$ cat config.mk
export PLATFORM = sky130hd
export DESIGN_NAME = enemy_wave_control
export DESIGN_NICKNAME = d
export VERILOG_FILES = /design/src/rtl/enemy_wave_control.sv
export SDC_FILE = /design/constraint.sdc
export NUM_CORES = 1
export LEC_CHECK = 0
export ABC_AREA = 1
export BUFFER_PORTS_ARGS = -buffer_cell sky130_fd_sc_hd__buf_2
export CORE_ASPECT_RATIO = 1.1
export CORE_MARGIN = 2
export CORE_UTILIZATION = 50
export DETAILED_ROUTE_END_ITERATION = 8
export PLACE_DENSITY = 0.7
export SLEW_MARGIN = 20
export SYNTH_ARGS = -nofsm -noshare
export SYNTH_HDL_FRONTEND = slang
export SYNTH_SLANG_ARGS = --single-unit
$ cat constraint.sdc
create_clock -name clk -period 6.8 [get_ports clk]
set_input_delay 1.02 -clock clk [delete_from_list [all_inputs] [get_ports clk]]
set_output_delay 1.02 -clock clk [all_outputs]
set_load 0.02 [all_outputs]
$ cat src/rtl/enemy_wave_control.sv
// Multi-slot enemy controller: per-slot IDLE/UPDATE/WAIT/EXPLODE FSMs, frame-tick spawn scheduler,
// saturating kill/escape counters. Optional escape-limit game-over latch: define ENEMY_ESCAPE_LIMIT_EN.

module enemy_wave_control #(
    parameter int unsigned N_ENEMIES      = 4,
    parameter int unsigned SPAWN_GAP      = 60,
    parameter int unsigned EXPLODE_FRAMES = 8,
    parameter int unsigned CNT_W          = 8,
    parameter int unsigned ESCAPE_LIMIT   = 5
) (
    input  logic                 clk,
    input  logic                 resetn,
    input  logic                 enable,
    input  logic                 frameTick,
    input  logic [N_ENEMIES-1:0] bottomReached,
    input  logic [N_ENEMIES-1:0] collidedWithBullet,
    output logic [N_ENEMIES-1:0] inResetState,
    output logic [N_ENEMIES-1:0] inUpdatePositionStateE,
    output logic [N_ENEMIES-1:0] inExplodeState,
    output logic [N_ENEMIES-1:0] activeMask,
    output logic [CNT_W-1:0]     killCount,
    output logic [CNT_W-1:0]     escapedCount,
    output logic                 gameOver
);

    localparam int unsigned SPAWN_W = $clog2(SPAWN_GAP) + 1;
    localparam int unsigned EXP_W   = $clog2(EXPLODE_FRAMES) + 1;
    localparam int unsigned POP_W   = $clog2(N_ENEMIES + 1);
    localparam int unsigned ACC_W   = CNT_W + POP_W;

    localparam logic [SPAWN_W-1:0] SPAWN_TERM = SPAWN_W'(SPAWN_GAP - 1);
    localparam logic [EXP_W-1:0]   EXP_LOAD   = EXP_W'(EXPLODE_FRAMES - 1);
    localparam logic [ACC_W-1:0]   CNT_MAX    = (ACC_W'(1) << CNT_W) - ACC_W'(1);

    if (N_ENEMIES < 1 || N_ENEMIES > 16 || SPAWN_GAP < 1 || EXPLODE_FRAMES < 1 ||
        CNT_W < 1 || ESCAPE_LIMIT < 1) begin : g_bad_params
        $error("enemy_wave_control: parameter out of range");
    end

    typedef enum logic [1:0] {
        S_IDLE    = 2'd0,
        S_UPDATE  = 2'd1,
        S_WAIT    = 2'd2,
        S_EXPLODE = 2'd3
    } slot_state_t;

    slot_state_t          state_q [N_ENEMIES];
    slot_state_t          state_d [N_ENEMIES];
    logic [EXP_W-1:0]     boom_q  [N_ENEMIES];
    logic [EXP_W-1:0]     boom_d  [N_ENEMIES];
    logic [SPAWN_W-1:0]   spawn_q;
    logic [SPAWN_W-1:0]   spawn_d;
    logic [N_ENEMIES-1:0] spawn_sel;
    logic [N_ENEMIES-1:0] kill_ev;
    logic [N_ENEMIES-1:0] esc_ev;
    logic                 any_idle;
    logic                 tick;
    logic                 at_term;
    logic                 spawn_go;
    logic                 halt;
    logic [POP_W-1:0]     kill_pop;
    logic [POP_W-1:0]     esc_pop;
    logic [ACC_W-1:0]     kill_sum;
    logic [ACC_W-1:0]     esc_sum;
    logic [CNT_W-1:0]     kill_d;
    logic [CNT_W-1:0]     esc_d;

`ifdef ENEMY_ESCAPE_LIMIT_EN
    logic game_over_q;

    // Sticky; set one cycle after the escape count reaches the limit.
    always_ff @(posedge clk or negedge resetn) begin
        if (!resetn) begin
            game_over_q <= 1'b0;
        end else if (escapedCount >= CNT_W'(ESCAPE_LIMIT)) begin
            game_over_q <= 1'b1;
        end
    end

    assign halt     = game_over_q;
    assign gameOver = game_over_q;
`else
    assign halt     = 1'b0;
    assign gameOver = 1'b0;
`endif

    assign tick     = enable & frameTick;
    assign at_term  = (spawn_q == SPAWN_TERM);
    assign spawn_go = enable & at_term & any_idle & ~halt;

    // Lowest-index IDLE slot, judged on registered state so a slot freed this cycle waits one cycle.
    always_comb begin
        spawn_sel = '0;
        any_idle  = 1'b0;
        for (int i = 0; i < N_ENEMIES; i++) begin
            if (!any_idle && state_q[i] == S_IDLE) begin
                spawn_sel[i] = 1'b1;
                any_idle     = 1'b1;
            end
        end
    end

    always_comb begin
        spawn_d = spawn_q;
        if (spawn_go) begin
            spawn_d = '0;
        end else if (tick && !at_term) begin
            spawn_d = spawn_q + SPAWN_W'(1);
        end
    end

    // Per-slot next state; hits outrank bottom escapes and the game-over drain.
    always_comb begin
        kill_ev = '0;
        esc_ev  = '0;
        for (int i = 0; i < N_ENEMIES; i++) begin
            state_d[i] = state_q[i];
            boom_d[i]  = boom_q[i];
            case (state_q[i])
                S_IDLE: begin
                    if (spawn_go && spawn_sel[i]) state_d[i] = S_UPDATE;
                end
                S_UPDATE: begin
                    if (collidedWithBullet[i]) begin
                        state_d[i] = S_EXPLODE;
                        boom_d[i]  = EXP_LOAD;
                        kill_ev[i] = 1'b1;
                    end else if (bottomReached[i]) begin
                        state_d[i] = S_IDLE;
                        esc_ev[i]  = 1'b1;
                    end else begin
                        state_d[i] = S_WAIT;
                    end
                end
                S_WAIT: begin
                    if (collidedWithBullet[i]) begin
                        state_d[i] = S_EXPLODE;
                        boom_d[i]  = EXP_LOAD;
                        kill_ev[i] = 1'b1;
                    end else if (halt) begin
                        state_d[i] = S_IDLE;
                    end else if (tick) begin
                        state_d[i] = S_UPDATE;
                    end
                end
                S_EXPLODE: begin
                    if (tick) begin
                        if (boom_q[i] == '0) state_d[i] = S_IDLE;
                        else                 boom_d[i]  = boom_q[i] - EXP_W'(1);
                    end
                end
                default: state_d[i] = S_IDLE;
            endcase
        end
    end

    always_comb begin
        kill_pop = '0;
        esc_pop  = '0;
        for (int i = 0; i < N_ENEMIES; i++) begin
            kill_pop = kill_pop + POP_W'(kill_ev[i]);
            esc_pop  = esc_pop + POP_W'(esc_ev[i]);
        end
    end

    assign kill_sum = ACC_W'(killCount) + ACC_W'(kill_pop);
    assign esc_sum  = ACC_W'(escapedCount) + ACC_W'(esc_pop);
    assign kill_d   = (kill_sum > CNT_MAX) ? {CNT_W{1'b1}} : kill_sum[CNT_W-1:0];
    assign esc_d    = (esc_sum > CNT_MAX) ? {CNT_W{1'b1}} : esc_sum[CNT_W-1:0];

    // State, counters and Moore outputs registered together so outputs track state exactly.
    always_ff @(posedge clk or negedge resetn) begin
        if (!resetn) begin
            for (int i = 0; i < N_ENEMIES; i++) begin
                state_q[i] <= S_IDLE;
                boom_q[i]  <= '0;
            end
            spawn_q                <= '0;
            killCount              <= '0;
            escapedCount           <= '0;
            inResetState           <= '1;
            inUpdatePositionStateE <= '0;
            inExplodeState         <= '0;
            activeMask             <= '0;
        end else begin
            for (int i = 0; i < N_ENEMIES; i++) begin
                state_q[i]                <= state_d[i];
                boom_q[i]                 <= boom_d[i];
                inResetState[i]           <= (state_d[i] == S_IDLE);
                inUpdatePositionStateE[i] <= (state_d[i] == S_UPDATE);
                inExplodeState[i]         <= (state_d[i] == S_EXPLODE);
                activeMask[i]             <= (state_d[i] == S_UPDATE) || (state_d[i] == S_WAIT);
            end
            spawn_q      <= spawn_d;
            killCount    <= kill_d;
            escapedCount <= esc_d;
        end
    end

endmodule
After elaboration in Yosys (flattened, before gate mapping). Index checks and enable logic that the tools add are counted.

$add $sub $neg: 13. Multipliers: 0. Div/mod/pow operators: 0. Magnitude comparators: 2. Equality and inequality tests: 37. Shift operators: 0. Muxes and demuxes: 79. Bitwise operators: 3. Reductions and logical operators: 41.

Operators by type and width (count): 2-to-1 mux 2 bit (28); 2-to-1 mux 4 bit (12); == test 2 bit, second input constant (16); case mux 2 bit (4 select lines) (4); case mux 4 bit (2 select lines) (4); 2-to-1 mux 1 bit (27); adder 8 x 3 -> 9 bit (2); > comparator 9 x 8 -> 1 bit, second input constant (2); == test 2 x 1 -> 1 bit, second input constant (8); logical NOT 2 bit (8); logical NOT 4 bit (4); 2-to-1 mux 8 bit (2); != test 2 bit, second input constant (8); AND reduction 4 bit (4); subtractor 4 x 1 -> 4 bit, second input constant (4); 2-to-1 mux 7 bit (2); nonzero test 2 bit (5); logical AND 1 bit (8); != test 2 x 1 -> 1 bit, second input constant (4); OR reduction 2 bit (4); adder 7 x 1 -> 7 bit, second input constant (1); == test 7 x 6 -> 1 bit, second input constant (1); adder 2 x 1 -> 3 bit (2); adder 3 x 1 -> 3 bit (2); other kinds (4) (13).

Bits in registers: 63. Latch bits: 0. Bits in writable memories: 0. Memory bits (read-only): 0. Input bits: 12. Output and inout port bits: 33. Logic and storage cells: 190. Memories kept: 0.

Logic depth before layout (Yosys ltp).
Depth after elaboration: 17. Gate-level depth with buffers: 13. Depth with buffers taken out: 13.

Worst setup path before layout. OpenSTA, ideal clock, no wires.

Path type: in2reg. Start: input port collidedWithBullet[0]. End: register escapedCount[2]. Library setup time: 83 ps. Data arrival time: 2944 ps. Data required time: 6717 ps. Path slack: 3774 ps. Stages: 11. Path buffers: 0. Cell sequence: inv_1 > nand3_1 > fa_1 > fa_1 > inv_1 > fa_1 > nand2_1 > inv_1 > nand3_1 > nand3b_1 > o21ai_0.

Word-level cells in the longest chain between the ends: 8.

Ends and longest elaborated chain: start, declared (RTL line 16) `input logic [N_ENEMIES-1:0] collidedWithBullet,`; 2-to-1 mux 1 bit * (RTL line 124) `if (collidedWithBullet[i]) begin`; 2-to-1 mux 1 bit * (RTL line 119) `case (state_q[i])`; adder 1 x 1 -> 2 bit * (RTL line 162) `esc_pop = esc_pop + POP_W'(esc_ev[i]);`; adder 2 x 1 -> 3 bit * (RTL line 162); adder 3 x 1 -> 3 bit * (RTL line 162); adder 8 x 3 -> 9 bit * (RTL line 167) `assign esc_sum = ACC_W'(escapedCount) + ACC_W'(esc_pop);`; > comparator 9 x 8 -> 1 bit (RTL line 169) `assign esc_d = (esc_sum > CNT_MAX) ? {CNT_W{1'b1}} : esc_sum[CNT_W-1:0];`; 2-to-1 mux 8 bit * (RTL line 169); via esc_d[2] (RTL line 66) `logic [CNT_W-1:0] esc_d;`; end signal, assigned (RTL line 196) `escapedCount <= esc_d;`; end, declared (RTL line 22) `output logic [CNT_W-1:0] escapedCount,`.

The timed path passes the listed nets; every way through them passes the cells marked *. A chain may end at the register's enable or synchronous reset.

Worst setup path in the final report.
Start: register state_q[7] (netlist name). End: register killCount[5].

Word-level cells in the longest chain between the ends: 9. Elaborated cells between the ends (all ways): 10. Those cells by class: add/sub: 4; order compare: 1; eq/ne: 2; mux: 2; reduce/logical: 1.

Ends and longest elaborated chain: start, declared (RTL line 47) `slot_state_t state_q [N_ENEMIES];`; start signal, assigned by index (RTL line 187) `state_q[i] <= state_d[i];`; == test 2 bit or == test 2 x 1 -> 1 bit (tied branches) (RTL line 119); OR reduction 2 bit (no source line) *; 2-to-1 mux 1 bit *; adder 1 x 1 -> 2 bit * (RTL line 161) `kill_pop = kill_pop + POP_W'(kill_ev[i]);`; adder 2 x 1 -> 3 bit * (RTL line 161); adder 3 x 1 -> 3 bit * (RTL line 161); adder 8 x 3 -> 9 bit * (RTL line 166) `assign kill_sum = ACC_W'(killCount) + ACC_W'(kill_pop);`; > comparator 9 x 8 -> 1 bit (RTL line 168) `assign kill_d = (kill_sum > CNT_MAX) ? {CNT_W{1'b1}} : kill_sum[CNT_W-1:0];`; 2-to-1 mux 8 bit * (RTL line 168); via kill_d[5] (RTL line 65) `logic [CNT_W-1:0] kill_d;`; end signal, assigned (RTL line 195) `killCount <= kill_d;`; end, declared (RTL line 21) `output logic [CNT_W-1:0] killCount,`.

Marks and branches as above.

==> results list <==
- Summing all flip-flop and latch instances after layout gives 1580 um^2.
* Post-route cell area: around 4500 um^2
* Combinational cell fraction of total power: 29.8%
- For this run, the total global-route usage over all layers was measured as 19.5%.
- Cell internal power was estimated by the tool at around 0.00083 W.
- In this run the clock root is driven by a sky130_fd_sc_hd__clkbuf_8.
- Worst-path clk slew: 0.07 ns
* Post CTS Setup Buffer Count: 0
* Sum Neg Setup Slack: 0 ns
- Type of element launching the critical path: flip-flop
* Crit path capture type: flip-flop
- For this configuration, the core starts out at a cell density of 51.9%.
- Detailed-route via count: 3138
* Sequential-to-total area share from yosys stat: 40.8%
- Yosys attributes the largest share of cell area to sky130_fd_sc_hd__dfrtp_1 (38%), sky130_fd_sc_hd__nand2_1 (14%), sky130_fd_sc_hd__ha_1 (12%), sky130_fd_sc_hd__inv_1 (7.1%), sky130_fd_sc_hd__nand3_1 (7.0%).
* Min Clock Period, post-route: 3.01 ns
* Cell area power density: 287 nW/um^2
- No sink is reached through more buffers than the 2 on the longest clock path.
- The share of total power dissipated in sequential elements is approximately two fifths.
* Die Outline Area: 8480 um^2
- # IOs: 45
* Horizontal extent of the die: slightly below 90 um
- Max-cap violations: 0
- Final routed DRC violation total: 0
- For this design, the sink count on the clock tree is 63.
* Post-detailed-placement cell area: 4220 um^2
- Fraction of synthesis flops using an asynchronous set or reset pin: 100%
- Avg Inst Size Synth: around 8.0 um^2
- Mux contribution to synthesized area: 0%
- Signed area change from the synthesized netlist to the final layout: 14.9%
* Synth Area in Compound Gates: under 10%
* Adder and majority gate portion of the synthesized area: 15.0%
* Number of storage elements in the synthesis netlist: between 60 and 70
- The first global-routing pass estimated approximately 13000 um of wire.
- Critical path's largest stage delay: 0.50 ns
- After synthesis, the largest family of logic cells by area is simple AND/OR/NAND/NOR gates.
- Static timing analysis puts the maximum clock frequency at 333 MHz.
- In the synthesized netlist the dominant register cell turns out to be sky130_fd_sc_hd__dfrtp_1.
- Slew Limit Headroom: 47.4%
* Routed Wire Length: between 7000 and 8000 um
- Gates resized during post-CTS repair numbered 0.
- Cells traversed along the worst timing path: inv_1 -> ha_1 -> nand2_1 -> fa_1 -> fa_1 -> inv_1 -> fa_1 -> nand2_1 -> nor2_1 -> nand4_1 -> nand3b_1
* Placeable core region: 7470 um^2
- Worst Tran Pin Value: roughly 0.79 ns
- TritonCTS built the clock tree.
- In this run the power spent charging and discharging nets is 0.000448 W.
* Min-Delay Path Class: flip-flop to flip-flop
- After Yosys synthesis, and, or, nand and nor cells account for 28.6% of the synthesized area.
- Synthesized instance count: 482
* Ratio of cells with drive above 1 in the final layout: 14.6%
* Final clock period utilization by the worst path: approximately 44%
- Dominant cell type by count on the critical path: sky130_fd_sc_hd__fa_1
* Net count of the mapped netlist: 537
* Half-perimeter wire length after placement: 5420 um
* Leakage dissipation: 2.45 nW
- Number of antenna violations at the first check in global routing: 0
* Library cells used by synthesis: 33
* Count of pins over their slew limit: 0
- Of the total synthesized cell area, the portion taken by XOR and XNOR cells is 1.58%.
* Hold slack final: 0.481 ns
* Slowest library cell on the worst path: sky130_fd_sc_hd__fa_1
- The run finished with clean final reports.
* Count of port buffers added during placement: 43
- Global placement routability congestion: about 0.85
* Number of filler cells placed in the layout: 653
- Across the VDD grid, the largest voltage drop is 0.226 mV.
- Unrepaired setup endpoints after global routing: false
- Cells fill 59.7% of the core in the end.
- The synthesized design devotes to its leading area cell type a little under two fifths of total area.
- Along the worst path, the maximum fanout reaches 8.
- Remaining number of nets flagged by the antenna check after routing: 0
- Area of the multi-input gates: 1990 um^2
* Required time of the critical path: about 7 ns
- The number of antenna diodes in the final layout is 0.
- Avg WL per Cell: 11.3 um
- For this run, the number of Yosys warnings is 0.
* Total global routing overflow: 0
- Counting the buffers created by CTS gives 9.
- The number of global-route vias before repair is 2985.
- Final layout net count: 590
- Biggest area consumer among synthesized cells: sky130_fd_sc_hd__dfrtp_1
* First-iteration detailed-routing DRC count: 113
- Clock latency reported for the late side of the worst-skew pair: 0.35 ns
* Final setup fails: 0
* Clock network fraction of design power: a little under a third
* Syn Std Cell Area: around 3900 um^2
* Row count: 33
* Arrival @ worst endpoint: 3.28 ns
* Number of optimization iterations in the first detailed-route pass: 4
- On the critical path the largest part of the delay comes from adder cells.
* Critical path type: flip-flop to flip-flop
* Number of buffers and inverters on the critical path: 2
- In this run, post-CTS hold repair placed 0 buffers.
- Net switching is 35.0% of the power.
- The number of endpoints with negative hold slack in the final report was 0.
* H-tree level count: 3
- Using the TritonRoute via totals, the vias-per-cell ratio works out to between 4 and 5.
- Entering global routing, the biggest net connects 64 pins.
* Vertical extent of the die: 96.4 um
* Number of enable-type register cells in the synthesized netlist: 0
- Worst-case clock skew: just under 0.01 ns
==> power groups by stage <==
stage | sequential (W) | clock (W) | combinational (W)
floorplan | 0.000540 | 0 | 0.000237
global placement | 0.000507 | 0 | 0.000372
detailed placement | 0.000507 | 0 | 0.000385
CTS | 0.000501 | 0.000408 | 0.000388
global route | 0.000514 | 0.000427 | 0.000437
finish | 0.000501 | 0.000399 | 0.000381
==> metal layers <==
metal	global-route usage [%]	share of wire, %	vias to the layer above
met5	0	0	-
met3	4.50	4.3	14
met2	31.3	46	54
met1	24.7	48	1433
li1	-	-	1637
met4	10.0	2.2	0
==> state kept, by name, summed over array words and instances, names as in the netlist <==
signal / count
boom_q: 16
spawn_q: 7
inResetState: 4
inUpdatePositionStateE: 4
activeMask: 4
state_q: 8
killCount: 8
escapedCount: 8
inExplodeState: 4
==> worst min-delay path: stages (launching register included) <==
cell                      delay [ns]
sky130_fd_sc_hd__dfrtp_1        0.35
sky130_fd_sc_hd__nand2_1        0.06
sky130_fd_sc_hd__nand2_1        0.05
==> logic make-up after synthesis <==
family	count (synthesis)
other cells	1
fa+ha+maj	43
xor+xnor	7
compound gates	42
flops	63
buf+inv	80
simple gates	246
==> cells in the final DEF, fill, tap and decap left out, types with 2 or more instances in the layout <==
cell type	n
sky130_fd_sc_hd__a21oi_1	5
sky130_fd_sc_hd__dfstp_2	4
sky130_fd_sc_hd__nand3_4	2
sky130_fd_sc_hd__inv_2	4
sky130_fd_sc_hd__o21ai_1	7
sky130_fd_sc_hd__o21a_1	2
sky130_fd_sc_hd__clkbuf_1	2
sky130_fd_sc_hd__ha_1	37
sky130_fd_sc_hd__xnor2_1	2
sky130_fd_sc_hd__buf_2	43
sky130_fd_sc_hd__nor3_1	5
sky130_fd_sc_hd__xor2_1	5
sky130_fd_sc_hd__nand3b_1	2
sky130_fd_sc_hd__nor2_2	4
sky130_fd_sc_hd__nor2_1	23
sky130_fd_sc_hd__inv_1	73
sky130_fd_sc_hd__dfrtp_1	59
sky130_fd_sc_hd__nand2_1	140
sky130_fd_sc_hd__nand3_1	54
sky130_fd_sc_hd__o21ai_0	23
sky130_fd_sc_hd__clkbuf_8	10
sky130_fd_sc_hd__bufinv_16	3
sky130_fd_sc_hd__fa_1	6
sky130_fd_sc_hd__nand4_1	11
==> worst paths after layout <==
kind / start / end / slack, ns / cells past startpoint
setup / recovery: state_q[7] / killCount[5] / 3.79 / 11
hold / removal: boom_q[6] / boom_q[6] / 0.48 / 2
setup reg to reg: state_q[7] / killCount[5] / 3.79 / 11
hold reg to reg: boom_q[6] / boom_q[6] / 0.48 / 2
max in group asynchronous: resetn / inExplodeState[2] / 5.43 / 2
min in group asynchronous: resetn / boom_q[10] / 0.82 / 2
==> through the flow <==
step / std cells / worst slack (ns) / total power (W)
after global routing: 645 / 3.51 / 0.00138
after CTS: 645 / 3.79 / 0.00130
after global placement: 629 / 3.53 / 0.000879
after floorplan: 482 / 3.77 / 0.000777
final: 645 / 3.79 / 0.00128
after detailed placement: 629 / 3.44 / 0.000892
==> cell usage after synthesis (all sizes together) (2+ instances only) <==
master    n
nand2   141
nor2     28
dfstp     4
o21ai    31
xor2      5
inv      78
xnor2     2
o21a      2
nand4    12
nand3b    2
ha       37
a21oi     5
nand3    57
nor3      5
buf       2
dfrtp    59
fa        6
==> area by class of cell <==
type / count / share of cell area [%]
multi-input cells: 339 / 44.6
repair buffers: 44 / 4.99
flip-flops and latches: 63 / 35.5
inverters: 78 / 6.62
clock inverters: 4 / 2.13
clock buffers: 12 / 3.25
well taps: 105 / 2.95
(Power assumes the default switching activity.)
